**src/rtl/mult_ctrl_pkg.sv**
```systemverilog
// Shared types and widths for the time-shared 4x4 multiplier controller.
package mult_ctrl_pkg;

  localparam int unsigned OP_W              = 4;
  localparam int unsigned PROD_W            = 8;
  localparam int unsigned CNT_W             = 4;
  localparam int unsigned SETTLE_CYCLES_DEF = 1;

  typedef enum logic [1:0] {
    StIdle,
    StMul,
    StResp
  } state_e;

endpackage

```
**src/rtl/rr_arbiter.sv**
```systemverilog
// Round-robin grant: first valid requester at or above the pointer, wrapping modulo NUM_REQ.
module rr_arbiter #(
  parameter int unsigned NUM_REQ = 4,
  parameter int unsigned ID_W    = 2
) (
  input  logic [NUM_REQ-1:0] i_valid,
  input  logic [ID_W-1:0]    i_ptr,
  output logic [NUM_REQ-1:0] o_grant,
  output logic [ID_W-1:0]    o_idx,
  output logic               o_any,
  output logic [ID_W-1:0]    o_next_ptr
);

  always_comb begin
    logic [ID_W:0]   w_cand;
    logic [ID_W-1:0] w_cand_idx;
    o_grant    = '0;
    o_idx      = '0;
    o_any      = 1'b0;
    w_cand     = '0;
    w_cand_idx = '0;
    for (int unsigned i = 0; i < NUM_REQ; i++) begin
      // One spare bit so the wrap also works for non power-of-two NUM_REQ
      w_cand = {1'b0, i_ptr} + (ID_W + 1)'(i);
      if (w_cand >= (ID_W + 1)'(NUM_REQ)) begin
        w_cand = w_cand - (ID_W + 1)'(NUM_REQ);
      end
      w_cand_idx = ID_W'(w_cand);
      if (!o_any && i_valid[w_cand_idx]) begin
        o_any               = 1'b1;
        o_grant[w_cand_idx] = 1'b1;
        o_idx               = w_cand_idx;
      end
    end
  end

  always_comb begin
    if (32'(o_idx) == NUM_REQ - 1) begin
      o_next_ptr = '0;
    end else begin
      o_next_ptr = o_idx + ID_W'(1);
    end
  end

endmodule

```
**src/rtl/mult_share_ctrl.sv**
```systemverilog
// Time-shares one external 4x4 multiplier among NUM_REQ requesters with round-robin arbitration.
// Optional MULT_ZERO_BYPASS_EN: zero operands skip the multiplier and respond one cycle after accept.
module mult_share_ctrl
  import mult_ctrl_pkg::*;
#(
  parameter int unsigned NUM_REQ       = 4,
  parameter int unsigned ID_W          = 2,
  parameter int unsigned SETTLE_CYCLES = SETTLE_CYCLES_DEF
) (
  input  logic                    clk,
  input  logic                    rst_n,
  input  logic [NUM_REQ-1:0]      req_valid,
  output logic [NUM_REQ-1:0]      req_ready,
  input  logic [OP_W*NUM_REQ-1:0] req_m,
  input  logic [OP_W*NUM_REQ-1:0] req_q,
  output logic [OP_W-1:0]         mul_m,
  output logic [OP_W-1:0]         mul_q,
  input  logic [PROD_W-1:0]       mul_p,
  output logic                    rsp_valid,
  input  logic                    rsp_ready,
  output logic [PROD_W-1:0]       rsp_prod,
  output logic [ID_W-1:0]         rsp_id,
  output logic                    busy
);

  state_e              r_state, w_state_nxt;
  logic [CNT_W-1:0]    r_cnt, w_cnt_nxt;
  logic [ID_W-1:0]     r_ptr, w_ptr_nxt;
  logic [ID_W-1:0]     r_id, w_id_nxt;
  logic [OP_W-1:0]     r_m, w_m_nxt;
  logic [OP_W-1:0]     r_q, w_q_nxt;
  logic [PROD_W-1:0]   r_prod, w_prod_nxt;

  logic [NUM_REQ-1:0]  w_grant;
  logic [ID_W-1:0]     w_gnt_idx;
  logic [ID_W-1:0]     w_ptr_inc;
  logic                w_gnt_any;
  logic [OP_W-1:0]     w_sel_m;
  logic [OP_W-1:0]     w_sel_q;
  logic                w_bypass;

  rr_arbiter #(
    .NUM_REQ (NUM_REQ),
    .ID_W    (ID_W)
  ) u_arb (
    .i_valid    (req_valid),
    .i_ptr      (r_ptr),
    .o_grant    (w_grant),
    .o_idx      (w_gnt_idx),
    .o_any      (w_gnt_any),
    .o_next_ptr (w_ptr_inc)
  );

  always_comb begin
    w_sel_m = '0;
    w_sel_q = '0;
    for (int unsigned i = 0; i < NUM_REQ; i++) begin
      if (w_grant[i]) begin
        w_sel_m = req_m[i*OP_W +: OP_W];
        w_sel_q = req_q[i*OP_W +: OP_W];
      end
    end
  end

`ifdef MULT_ZERO_BYPASS_EN
  assign w_bypass = (w_sel_m == '0) || (w_sel_q == '0);
`else
  assign w_bypass = 1'b0;
`endif

  always_comb begin
    w_state_nxt = r_state;
    w_cnt_nxt   = r_cnt;
    w_ptr_nxt   = r_ptr;
    w_id_nxt    = r_id;
    w_m_nxt     = r_m;
    w_q_nxt     = r_q;
    w_prod_nxt  = r_prod;
    req_ready   = '0;
    unique case (r_state)
      StIdle: begin
        req_ready = w_grant;
        if (w_gnt_any) begin
          w_ptr_nxt = w_ptr_inc;
          w_id_nxt  = w_gnt_idx;
          if (w_bypass) begin
            // Multiplier operands left untouched to avoid needless toggling
            w_prod_nxt  = '0;
            w_state_nxt = StResp;
          end else begin
            w_m_nxt     = w_sel_m;
            w_q_nxt     = w_sel_q;
            w_cnt_nxt   = CNT_W'(SETTLE_CYCLES - 1);
            w_state_nxt = StMul;
          end
        end
      end
      StMul: begin
        if (r_cnt == '0) begin
          w_prod_nxt  = mul_p;
          w_state_nxt = StResp;
        end else begin
          w_cnt_nxt = r_cnt - CNT_W'(1);
        end
      end
      StResp: begin
        if (rsp_ready) begin
          w_state_nxt = StIdle;
        end
      end
      default: w_state_nxt = StIdle;
    endcase
  end

  always_ff @(posedge clk or negedge rst_n) begin
    if (!rst_n) begin
      r_state <= StIdle;
      r_cnt   <= '0;
      r_ptr   <= '0;
      r_id    <= '0;
      r_m     <= '0;
      r_q     <= '0;
      r_prod  <= '0;
    end else begin
      r_state <= w_state_nxt;
      r_cnt   <= w_cnt_nxt;
      r_ptr   <= w_ptr_nxt;
      r_id    <= w_id_nxt;
      r_m     <= w_m_nxt;
      r_q     <= w_q_nxt;
      r_prod  <= w_prod_nxt;
    end
  end

  assign mul_m     = r_m;
  assign mul_q     = r_q;
  assign rsp_valid = (r_state == StResp);
  assign rsp_prod  = r_prod;
  assign rsp_id    = r_id;
  assign busy      = (r_state != StIdle);

endmodule
```
**config.mk**
```make
export PLATFORM = sky130hd
export DESIGN_NAME = mult_share_ctrl
export DESIGN_NICKNAME = d
export VERILOG_FILES = /design/src/rtl/mult_ctrl_pkg.sv /design/src/rtl/rr_arbiter.sv /design/src/rtl/mult_share_ctrl.sv
export SDC_FILE = /design/constraint.sdc
export NUM_CORES = 1
export LEC_CHECK = 0
export BUFFER_PORTS_ARGS = -buffer_cell sky130_fd_sc_hd__buf_2
export CORE_ASPECT_RATIO = 1.4
export CORE_MARGIN = 4
export CORE_UTILIZATION = 46
export DETAILED_ROUTE_END_ITERATION = 12
export PLACE_DENSITY_LB_ADDON = 0.05
export SYNTH_ARGS = -nofsm -noshare
export SYNTH_HDL_FRONTEND = slang
export SYNTH_SLANG_ARGS = --single-unit
```
**constraint.sdc**
```tcl
create_clock -name clk -period 2.9 [get_ports clk]
set_input_delay 0.145 -clock clk [delete_from_list [all_inputs] [get_ports clk]]
set_output_delay 0.145 -clock clk [all_outputs]
set_load 0.02 [all_outputs]
```
==> results of run 1 <==
what timing repair did:
action	in CTS	in global routing
hold endpoints to repair	26	0
hold buffers	1	0
setup endpoints to repair	0	3
resized for setup	0	1
metrics by stage:
stage	power [uW]	setup slack [ns]	hold WS, ns
CTS	3090	0.0908	0.0412
detailed placement	2770	0.273	0.197
global route	3350	0.00158	0.0481
finish	3080	0.177	0.0422
global placement	2760	0.337	0.195
floorplan	2220	0.000859	-0.151
worst max-delay path, delay by kind of cell (launching register included):
kind / cells / cell delay [ns]
AO/OA/AOI/OAI: 1 / 0.21
adder cells (fa/ha/maj): 1 / 0.42
buffers and inverters: 3 / 0.41
flip-flops: 1 / 0.36
multiplexers: 1 / 0.43
AND/OR/NAND/NOR: 3 / 0.48
cell families after synthesis:
group           synth area share, %
compound gates                 33.3
simple gates                   15.3
flops                          30.6
buf+inv                        5.53
mux                            9.35
fa+ha+maj                      4.70
xor+xnor                       1.23
registers in the layout, summed over array words and instances (netlist names), named ones only:
name and flops:
rsp_id 2, r_ptr 1, mul_q 4, rsp_prod 8
mul_m 4, r_state 2, r_cnt 4
synth_stat cells (all sizes together), types with 9 or more instances:
| library cell | count | area share, % |
|---|---|---|
| a21oi | 14 | 3.3 |
| and2 | 10 | 2.9 |
| buf | 10 | 3.2 |
| dfrtp | 26 | 31 |
| inv | 10 | 1.8 |
| mux2 | 9 | 4.8 |
| nand2 | 10 | 1.8 |
| nor2 | 11 | 1.9 |
| o21bai | 10 | 3.5 |
worst max-delay path by stage:
stage,start,end,slack [ns],cells after the start
2_1_floorplan,register,mul_m[0]$_DFFE_PN0P_,0.0009,12
3_3_place_gp,r_ptr[1]$_DFFE_PN0P_,mul_m[1]$_DFFE_PN0P_,0.34,7
3_5_place_dp,register,mul_m[1]$_DFFE_PN0P_,0.27,7
4_1_cts,register,req_ready[2],0.09,9
5_1_grt,register,req_ready[2],0.002,9
6_report,register,req_ready[2],0.18,9
area by class of cell:
| type | count | area share (%) |
|---|---|---|
| multi-input cells | 165 | 51.0 |
| flip-flops and latches | 26 | 24.3 |
| repair buffers | 86 | 17.7 |
| well taps | 62 | 2.90 |
| clock buffers | 3 | 1.54 |
| inverters | 10 | 1.40 |
| clock inverters | 1 | 1.12 |
power by group through the flow:
stage	Clock, uW	Sequential, uW	Combinational, uW
finish	312	610	2160
global placement	0	612	2140
floorplan	0	750	1470
CTS	323	611	2160
global route	336	634	2380
detailed placement	0	619	2150
layer usage:
metal | vias up | track usage [%] | part of all wire [%]
li1 | 977 | - | -
met1 | 956 | 25.4 | 42
met2 | 49 | 39.4 | 52
met3 | 4 | 3.18 | 5.4
met4 | 0 | 3.96 | 0.68
met5 | - | 0 | 0
==> results.md, run 1 <==
- The worst slew slack as a fraction of its limit is 59.0%.
- The floorplan step defined a die boundary enclosing 5790 um2.
- The routed design has 5770 um of wire.
- The number of vias after detailed routing is 1986.
- The number of warning messages in the yosys log is 0.
- The per-cell routed wire length is 16.3 um.
- The critical path goes through inv_1, ha_2, mux4_2, nand3b_1, a31oi_2, or2_1, buf_4, and2_1, buf_2.
- The proportion of power drawn by combinational gates is 70.1%.
- The clock period minus worst slack is 2.72 ns.
- In this run the critical register-to-register path is captured at mul_m[1]$_DFFE_PN0P_.
- The path depth of the worst reg2reg path is 7.
- The number of enable flip-flop cells after synthesis is 0.
- The die is 65.5 um wide.
- The transition time at the pin with the least slew margin is 0.615 ns.
- The core utilization of the finished layout is 59.4%.
- The row count is 29.
- Setup repair after global routing left no endpoint under its margin.
- The worst hold path passes through 2 cells.
- The share of total power dissipated in sequential elements is 19.8%.
- The worst setup path is captured at an output port.
- The number of pins exceeding their max-slew limit in the final report is 0.
- From bottom edge to top edge, the die measures 88.5 um.
- The post-route netlist has 40.9% of its cells at a drive strength greater than 1.
- Clock tree synthesis inserted a total of 3 buffers.
- The flip-flop and latch area is 651 um2.
- The number of standard cells in the layout, taps in and fillers out is 353.
- Cell internal power was estimated by the tool at 1650 uW.
- The switching component of the power is 1430 uW.
- For this design, the slowest cell found on the critical path is mux4_2.
- Counting along the longest clock path gives a buffer depth of 2.
- The power share of the clock group is 10.1%.
- Once placement completed, the tool counted placed cells totaling 348.
- The via count of the first global-routing pass came to 1983.
- After routing the design area is 2670 um2.
- The clock latency on the worst-skew pair is 0.28 ns.
- The wire-length estimate of the detail-placed layout is 4430 um.
- Between clock sinks in the finished design, the worst skew comes to 0.00268 ns.
- The flow ran to the end, and the final reports show no timing, DRC or antenna violations.
- The number of buffer cells added on primary ports is 70.
- In the routed layout, each cell is associated on average with a via count of 5.63.
- The critical path is of the reg -> out type.
- The portion of the post-synthesis area used by sequential elements is 30.6%.
- In this run the cell area measured after placement is 2590 um2.
- The antenna cell count is 0.
- The initial core utilization is 47.3%.
- For this design the top-level I/O count stands at 71.
- The startpoint identified for the worst hold timing path is rsp_ready.
- Along the worst path, the maximum fanout reaches 10.
- Leaving out fill and tap cells, the most frequent cell in the layout is buf_2.
- Entering global routing, the biggest net connects 27 pins.
- After synthesis, the netlist uses 54 different library cells.
- The combined area of all synthesized cells is 2130 um2.
- The tree built by TritonCTS fans out to 26 sinks.
- In the synthesized netlist the dominant register cell turns out to be dfrtp_1.
- The hold violation count in the final report is 0.
- The number of detailed-routing iterations run before antenna repair is 4.
- The switching part of the total is 46.3%.
- Max-cap violations in this run came to 0.
- For the final routed database, the setup TNS stands at 0 ns.
- TritonCTS built the clock tree.
- For this run, design rule violations remaining after detail routing come to 0.
- At the end of routability-driven placement, the weighted congestion stood at 0.809.
- The startpoint kind of the worst setup timing path is a register.
- The detail route stage leaves a number of antenna-violating nets equal to 0.
- Based on the critical path, the design can be clocked at up to 367 MHz.
- The detailed router finished its first iteration with 71 violations.
- The combined area of the multi-input logic cells is 1360 um2.
- The area overhead of the layout relative to synthesis is 25.6%.
- Summed over all layers, the global routing overflow is 0.
- The synthesized instance count is 214.
- The post-synthesis register bit count is 26.
- STA puts the critical path data required time at 2.76 ns.
- The ratio of total power to cell area is 1150 nW/um2.
- For this design the static power due to leakage is 0.00135 uW.
- The class of the tightest hold or removal check is in -> reg.
- The worst-case vdd ir drop is 0.685 mV.
- The post-CTS repair timing setup buffer count is 0.
- Setup violations remaining at the end of the flow were counted as 0.
- After synthesis, the share of flip-flops with an asynchronous set or reset is 100%.
- The global-route wire length before repair is 9470 um.
- The final clock period utilization by the worst path is 93.9%.
- The path with the worst hold slack has its endpoint at r_state[1]$_DFFE_PN0P_.
- The deepest level of the CTS H-tree is 1.
- The global router's overall resource usage is 21.0%.
- The setup slack of the worst register-to-register path is 0.32 ns.
- The delay contributed by the slowest stage of the critical path is 0.43 ns.
- The root buffer cell chosen for the clock tree is clkbuf_8.
- The post-synthesis net count is 269.
- The top cell types in the final layout, fill and taps aside, are buf_2, dfrtp_1, buf_4.
- The filler cell count in the final layout is 454.
- The core region is 4500 um2.
- A synthesized cell averages 9.95 um2.
- The initial antenna violation count came to 0.
- Data on the critical path arrives at its endpoint at 2.58 ns.
- The clock input transition at the sequential cells of the worst setup and hold paths is 0.10 ns.
- The number of nets in the layout is 347.
Power figures use the tool's default switching activity.
==> run 2: changes to the inputs <==
CORE_UTILIZATION = 51   (was 46)
clock period = 3.1 ns   (was 2.9 ns; I/O delays follow)
==> run 2 against run 1 <==
  * Via count is 2.1% lower
  * Die area is 8.8% lower
  * Clock skew is 0.0040 ns higher
  * First-iteration DRC count is 21% higher
  * Sequential power is 6.1% lower
  * Critical path depth is 2 lower
  * Final area is 2.1% lower
  * Power is 7.6% lower
  * Sequential share of layout area is 0.52 points higher
  * Cell count is 6.5% lower
  * Register-to-register slack better by 0.02 ns
  * Non-clock buffer count is 4 lower
  * Highest routed layer unchanged
==> results.md, run 2 (synthesized netlist as in run 1, its figures left out) <==
- Of the available clock period, the critical path in the final layout requires 94.1%.
- The endpoint of the worst register-to-register path was mul_q[3]$_DFFE_PN0P_ (was mul_m[1]$_DFFE_PN0P_).
- The maximum number of pins on one net before global-route repair is 27 (unchanged).
- The total I/O pin count was 71 (unchanged).
- The worst-case vdd ir drop came to 0.555 mV (was 0.685 mV).
- The number of detailed-routing iterations run before antenna repair is 6 (was 4).
- Leading cell types in the layout, fill and taps excluded: buf_2, dfrtp_1, a21oi_1 (was buf_2, dfrtp_1, buf_4).
- The number of vias after detailed routing came to 1945 (was 1986).
- The number of routed nets with antenna violations is 0 (unchanged).
- The endpoint of the worst setup timing path is req_ready[1] (was req_ready[2]).
- The setup slack of the worst register-to-register path is 0.34 ns (was 0.32 ns).
- The filler cell count in the final layout was 366 (was 454).
- Result of the run: finished, final reports clean (unchanged).
- The total clock buffers created by CTS was 3 (unchanged).
- The sum of net half-perimeters after detailed placement is 4240 um (was 4430 um).
- The global router's overall resource usage was 21.3% (was 21.0%).
- The placement-stage worst setup slack is 0.384 ns (was 0.273 ns).
- The most common cell after layout, fill and taps aside was buf_2 (unchanged).
- The die height came to 84.4 um (was 88.5 um).
- The worst slew slack as a fraction of its limit is 57.3% (was 59.0%).
- The total congestion overflow was 0 (unchanged).
- The post-CTS repair timing setup buffer count is 0 (unchanged).
- The delay contributed by the slowest stage of the critical path is 0.49 ns (was 0.43 ns).
- The setup total negative slack is 0 ns (unchanged).
- The number of flip-flops under the largest register name is 8 (unchanged).
- The fraction of final layout cells with drive strength greater than 1 is 39.7% (was 40.9%).
- The category of the worst setup path capture point is an output port (unchanged).
- The highest fanout seen on the critical path is 10 (unchanged).
- Cell-by-cell trace of the critical path: inv_1, ha_1, mux4_2, a221o_1, a21bo_4, and2_1, buf_2 (was inv_1, ha_2, mux4_2, nand3b_1, a31oi_2, or2_1, buf_4, and2_1, buf_2).
- The row count is 27 (was 29).
- The buffer type at the clock tree root is clkbuf_8 (unchanged).
- The number of nets in the layout was 343 (was 347).
- The class of the tightest hold or removal check is in -> reg (unchanged).
- The startpoint kind of the worst setup timing path is a register (unchanged).
- The global-route wire length before repair is 9300 um (was 9470 um).
- The overall die area was 5290 um2 (was 5790 um2).
- The summed area of non-filler cells in the final layout is 2620 um2 (was 2670 um2).
- The leakage power of the design was 0.00133 uW (was 0.00135 uW).
- The number of buffer cells added on primary ports is 70 (unchanged).
- The floorplan die width is 62.6 um (was 65.5 um).
- The total setup violations reported at the end of the flow is 0 (unchanged).
- The data arrival time at the worst-slack endpoint is 2.76 ns (was 2.58 ns).
- The initial antenna violation count is 0 (unchanged).
- The number of cells in the design after placement is 325 (was 348).
- The number of standard cells in the layout, taps in and fillers out is 330 (was 353).
- The worst path in the final design needs a cycle of 2.92 ns, including I/O delays and setup.
- The ratio of total power to cell area was 1090 nW/um2 (was 1150 nW/um2).
- The wire length after detailed routing is 5530 um (was 5770 um).
- The TritonCTS clock tree is yes (unchanged).
- The worst clock skew is 0.00670 ns (was 0.00268 ns).
- The post-cts gate resize count is 0 (unchanged).
- The setup slack after layout came to 0.182 ns (was 0.177 ns).
- The area overhead of the layout relative to synthesis came to 22.9% (was 25.6%).
- The hold buffer count at cts is 1 (unchanged).
- The antenna cell count is 0 (unchanged).
- The hold violation count in the final report was 0 (unchanged).
- The critical path required time is 2.94 ns (was 2.76 ns).
- The number of buffers on the longest clock path is 2 (unchanged).
- The final estimated routing congestion in global placement is 0.795 (was 0.809).
- The via count of the first global-routing pass was 1896 (was 1983).
- The per-cell routed wire length is 16.8 um (was 16.3 um).
- The average via count per standard cell is 5.89 (was 5.63).
- The classification of the worst setup path is reg -> out (unchanged).
- The initial DRC count is 86 (was 71).
- The total placed instance area came to 2530 um2 (was 2590 um2).
- The worst hold margin is 0.0600 ns (was 0.0422 ns).
- RSZ-0062 raised after global routing: no (unchanged).
- The clock latency on the worst-skew pair is 0.28 ns (about the same).
- The transition time at the pin with the least slew margin is 0.640 ns (was 0.615 ns).
- The path depth of the worst reg2reg path is 7 (unchanged).
- The cell with the largest stage delay on the worst path is ha_1 (was mux4_2).
- The clock input transition at the sequential cells of the worst setup and hold paths is 0.10 ns (about the same).
- The initial core utilization came to 53.4% (was 47.3%).
- The highest attainable clock frequency is 343 MHz.
- The area inside the core boundary is 3990 um2 (was 4500 um2).
- The count of maximum capacitance violations is 0 (unchanged).
- The number of pins exceeding their max-slew limit in the final report was 0 (unchanged).
- The deepest level of the CTS H-tree was 1 (unchanged).
- The clock net sink count was 26 (unchanged).
- The post-detailed-route DRC marker count came to 0 (unchanged).
[run 2: changes by cell type in the layout (fill, tap and decap cells not counted)]
cell / before / now
buf_4: 15 / 11
ha_2: 1 / 0
ha_1: 7 / 8
[run 2: how the worst min path moves through the flow]
| stage | cells past startpoint | slack [ns] | start | end |
|---|---|---|---|---|
| 3_3_place_gp | 1 | 0.20 | rst_n | r_cnt[2]$_DFFE_PN0P_ |
| 4_1_cts | 2 | 0.06 | rsp_ready | r_state[1]$_DFFE_PN0P_ |
| 3_5_place_dp | 1 | 0.20 | rst_n | r_cnt[3]$_DFFE_PN0P_ |
| 5_1_grt | 2 | 0.06 | rsp_ready | r_state[1]$_DFFE_PN0P_ |
| 2_1_floorplan | 0 | -0.14 | rst_n | async pin |
| 6_report | 2 | 0.06 | rsp_ready | r_state[1]$_DFFE_PN0P_ |
[run 2: where the power goes]
| group | internal, uW | switching, uW |
|---|---|---|
| combinational | 855 | 1130 |
| sequential | 491 | 82.2 |
| clock | 173 | 117 |
[run 2: per-stage QoR]
stage          total power [uW]  utilization [%]
5_1_grt                    3080             65.6
6_report                   2840             65.6
2_1_floorplan              2070                -
4_1_cts                    2860             65.6
3_5_place_dp               2560             63.6
3_3_place_gp               2550             63.6
[run 2: layout make-up]
cell class	count	area [um2]	area share [%]
sequential	26	651	24.9
clock buffer	3	41.3	1.58
timing repair buffer	82	443	16.9
multi-input combinational	165	1360	52.0
clock inverter	1	30.0	1.15
tap	43	53.8	2.06
inverter	10	37.5	1.43
[run 2: critical path, delay by kind of cell, from the launching register on]
family	cells	cell delay, ns
compound gates	2	0.73
fa+ha+maj	1	0.49
mux	1	0.46
flops	1	0.36
buf+inv	2	0.26
simple gates	1	0.18
[run 2: metal layers]
layer	wire length (um)	share of wire (%)	vias to the layer above	track usage [%]
li1	-	-	968	-
met1	2450	44	914	27.3
met5	0	0	-	0
met3	281	5.1	7	3.35
met4	57	1.0	0	4.22
met2	2750	50	56	37.9
==> run 3: changes to the inputs <==
GPL_TIMING_DRIVEN = 0   (was default)
clock period = 2.9 ns   (was 3.1 ns; I/O delays follow)
==> run 3 against run 2 <==
  * Worst hold slack got worse by 0.022 ns
  * Via count increased by 7.6%
  * Worst setup slack got worse by 0.075 ns
  * Final area increased by 11%
  * Register-to-register slack got worse by 0.20 ns
  * Flip-flop and latch count unchanged
  * Critical endpoint is now req_ready[3]
==> results.md, run 3 (synthesized netlist as in run 1, its figures left out) <==
- Result of the run: finished, final reports clean (unchanged).
- The switching component of the power is 1630 uW (was 1330 uW).
- The class of the tightest hold or removal check is in -> reg (unchanged).
- The switching part of the total is 45.0% (was 46.6%).
- The setup slack after layout came to 0.107 ns (was 0.182 ns).
- The buffer type at the clock tree root is clkbuf_8 (unchanged).
- The die height is 84.4 um (unchanged).
- The origin of the worst min-delay path was rsp_ready (unchanged).
- The total clock buffers created by CTS was 3 (unchanged).
- The placement-stage worst setup slack was -0.391 ns (was 0.384 ns).
- The overall die area is 5290 um2 (unchanged).
- The maximum number of pins on one net before global-route repair is 27 (unchanged).
- The most common cell after layout, fill and taps aside is buf_2 (unchanged).
- The initial core utilization is 53.4% (unchanged).
- RSZ-0062 raised after global routing: no (unchanged).
- The fraction of met2 tracks used by global routing is 42.7% (was 37.9%).
- The TritonCTS clock tree is yes (unchanged).
- The number of instances on the worst hold path came to 2 (unchanged).
- The clock input transition at the sequential cells of the worst setup and hold paths is 0.10 ns (about the same).
- The initial antenna violation count is 0 (unchanged).
- For this run, the top clock speed supported by timing is 358 MHz.
- The total setup violations reported at the end of the flow is 0 (unchanged).
- The global router's overall resource usage is 23.2% (was 21.3%).
- The number of pins exceeding their max-slew limit in the final report was 0 (unchanged).
- The sequential cell fraction of total power is 17.3% (was 20.2%).
- Leading cell types in the layout, fill and taps excluded: buf_2, dfrtp_1, buf_4 (was buf_2, dfrtp_1, a21oi_1).
- The sum of net half-perimeters after detailed placement is 4340 um (was 4240 um).
- The hold violation count in the final report was 0 (unchanged).
- The routing usage on met1 is 26.2% (was 27.3%).
- The setup total negative slack came to 0 ns (unchanged).
- The classification of the worst setup path is reg -> out (unchanged).
- The fraction of final layout cells with drive strength greater than 1 was 45.1% (was 39.7%).
- The post-detailed-route DRC marker count is 0 (unchanged).
- The number of nets in the layout is 362 (was 343).
- The global-route wire length before repair is 9890 um (was 9300 um).
- The busiest layer in global routing is met2 (unchanged).
- The clock net sink count came to 26 (unchanged).
- The global routing usage on met3 is 3.75% (was 3.35%).
- The worst min-delay path endpoint was r_state[1]$_DFFE_PN0P_ (unchanged).
- The worst clock skew is 0.00376 ns (was 0.00670 ns).
- The final estimated routing congestion in global placement is 0.815 (was 0.795).
- The worst slew slack as a fraction of its limit was 57.7% (was 57.3%).
- The via count of the first global-routing pass is 2038 (was 1896).
- The critical path required time was 2.76 ns (was 2.94 ns).
- The final clock period utilization by the worst path is 96.3%.
- The number of routed nets with antenna violations is 0 (unchanged).
- The ratio of total power to cell area is 1250 nW/um2 (was 1090 nW/um2).
- The endpoint of the worst register-to-register path is mul_q[0]$_DFFE_PN0P_ (was mul_q[3]$_DFFE_PN0P_).
- The number of vias after detailed routing is 2092 (was 1945).
- The antenna cell count came to 0 (unchanged).
- The total congestion overflow is 0 (unchanged).
- The transition time at the pin with the least slew margin is 0.634 ns (was 0.640 ns).
- The power share of the clock group is 8.6% (was 10.2%).
- The path depth of the worst reg2reg path is 10 (was 7).
- The average via count per standard cell is 5.99 (was 5.89).
- The worst-case vdd ir drop is 0.613 mV (was 0.555 mV).
- The proportion of power drawn by combinational gates was 74.1% (was 69.7%).
- The floorplan die width is 62.6 um (unchanged).
- The data arrival time at the worst-slack endpoint is 2.65 ns (was 2.76 ns).
- The area overhead of the layout relative to synthesis is 36.9% (was 22.9%).
- The setup slack of the worst register-to-register path was 0.14 ns (was 0.34 ns).
- The clock latency on the worst-skew pair was 0.28 ns (about the same).
- The count of maximum capacitance violations is 0 (unchanged).
- The area inside the core boundary came to 3990 um2 (unchanged).
- The initial DRC count was 84 (was 86).
- The number of buffer cells added on primary ports is 70 (unchanged).
- The startpoint kind of the worst setup timing path is a register (unchanged).
- The row count is 27 (unchanged).
- The leakage power of the design is 0.00143 uW (was 0.00133 uW).
- The category of the worst setup path capture point is an output port (unchanged).
- The total internal power is 1990 uW (was 1520 uW).
- The wire length after detailed routing is 6130 um (was 5530 um).
- The deepest level of the CTS H-tree is 1 (unchanged).
- The number of detailed-routing iterations run before antenna repair is 4 (was 6).
- The number of buffers on the longest clock path is 2 (unchanged).
- The per-cell routed wire length is 17.6 um (was 16.8 um).
- The total I/O pin count is 71 (unchanged).
- The number of flip-flops under the largest register name came to 8 (unchanged).
- The highest fanout seen on the critical path is 10 (unchanged).
- The clock period minus worst slack is 2.79 ns.
run 3: cell count changes in the layout (fill, tap and decap cells not counted), moves of 3 or more:
| cell | change |
|---|---|
| buf_6 | +3 |
| a2111oi_4 | +4 |
| buf_4 | +9 |
| a2111oi_2 | -4 |
run 3: timing repair:
item | CTS | global route
resized for setup | 15 | 8
gates cloned | 0 | 1
hold endpoints to repair | 26 | 0
pin swaps | 6 | 7
endpoints found under the setup margin | 13 | 11
hold buffers | 1 | 0
buffers inserted | 13 | 6
run 3: stage by stage:
stage | util [%] | hold slack (ns) | cell area (um2) | power [uW] | instances
floorplan | - | -0.151 | 2130 | 2220 | 214
global route | 73.1 | 0.0329 | 2910 | 3890 | 349
detailed placement | 63.7 | 0.197 | 2540 | 2720 | 327
CTS | 70.0 | 0.0344 | 2790 | 3360 | 342
finish | 73.1 | 0.0385 | 2910 | 3630 | 349
global placement | 63.7 | 0.184 | 2540 | 2690 | 327
run 3: layer usage:
metal  vias to the layer above  part of all wire, %  wire [um]
met1                      1005                   37       2300
li1                        999                    -          -
met2                        78                   55       3390
met3                        10                  5.6        343
met5                         -                    0          0
met4                         0                  1.7        103
run 3: power groups by stage:
stage / registers [uW] / logic, uW / clock network [uW]
6_report: 626 / 2690 / 313
5_1_grt: 647 / 2910 / 337
3_5_place_dp: 639 / 2080 / 0
2_1_floorplan: 750 / 1470 / 0
4_1_cts: 626 / 2420 / 318
3_3_place_gp: 631 / 2060 / 0
run 3: worst max-delay path by stage:
stage,from,to,depth (start not counted)
6_report,register,req_ready[3],9
5_1_grt,register,req_ready[1],9
4_1_cts,r_ptr[1]$_DFFE_PN0P_,req_ready[1],9
3_5_place_dp,register,mul_q[1]$_DFFE_PN0P_,12
3_3_place_gp,register,mul_m[0]$_DFFE_PN0P_,12
2_1_floorplan,register,mul_m[0]$_DFFE_PN0P_,12
run 3: layout make-up:
type / instances / area, um2
clock inverters: 1 / 30.0
inverters: 10 / 46.3
flip-flops and latches: 26 / 653
plain buffers: 10 / 93.8
clock buffers: 3 / 41.3
fillers: 321 / 1070
repair buffers: 91 / 536
multi-input cells: 165 / 1460
well taps: 43 / 53.8
run 3: critical path, cell delays in order (launching register included):
cell and delay [ns]:
dfrtp_2 0.44, clkbuf_16 0.17, inv_6 0.08, ha_4 0.21, buf_6 0.12, mux4_2 0.38, nand3b_1 0.25, a31oi_4 0.40
o21a_1 0.16, buf_2 0.16
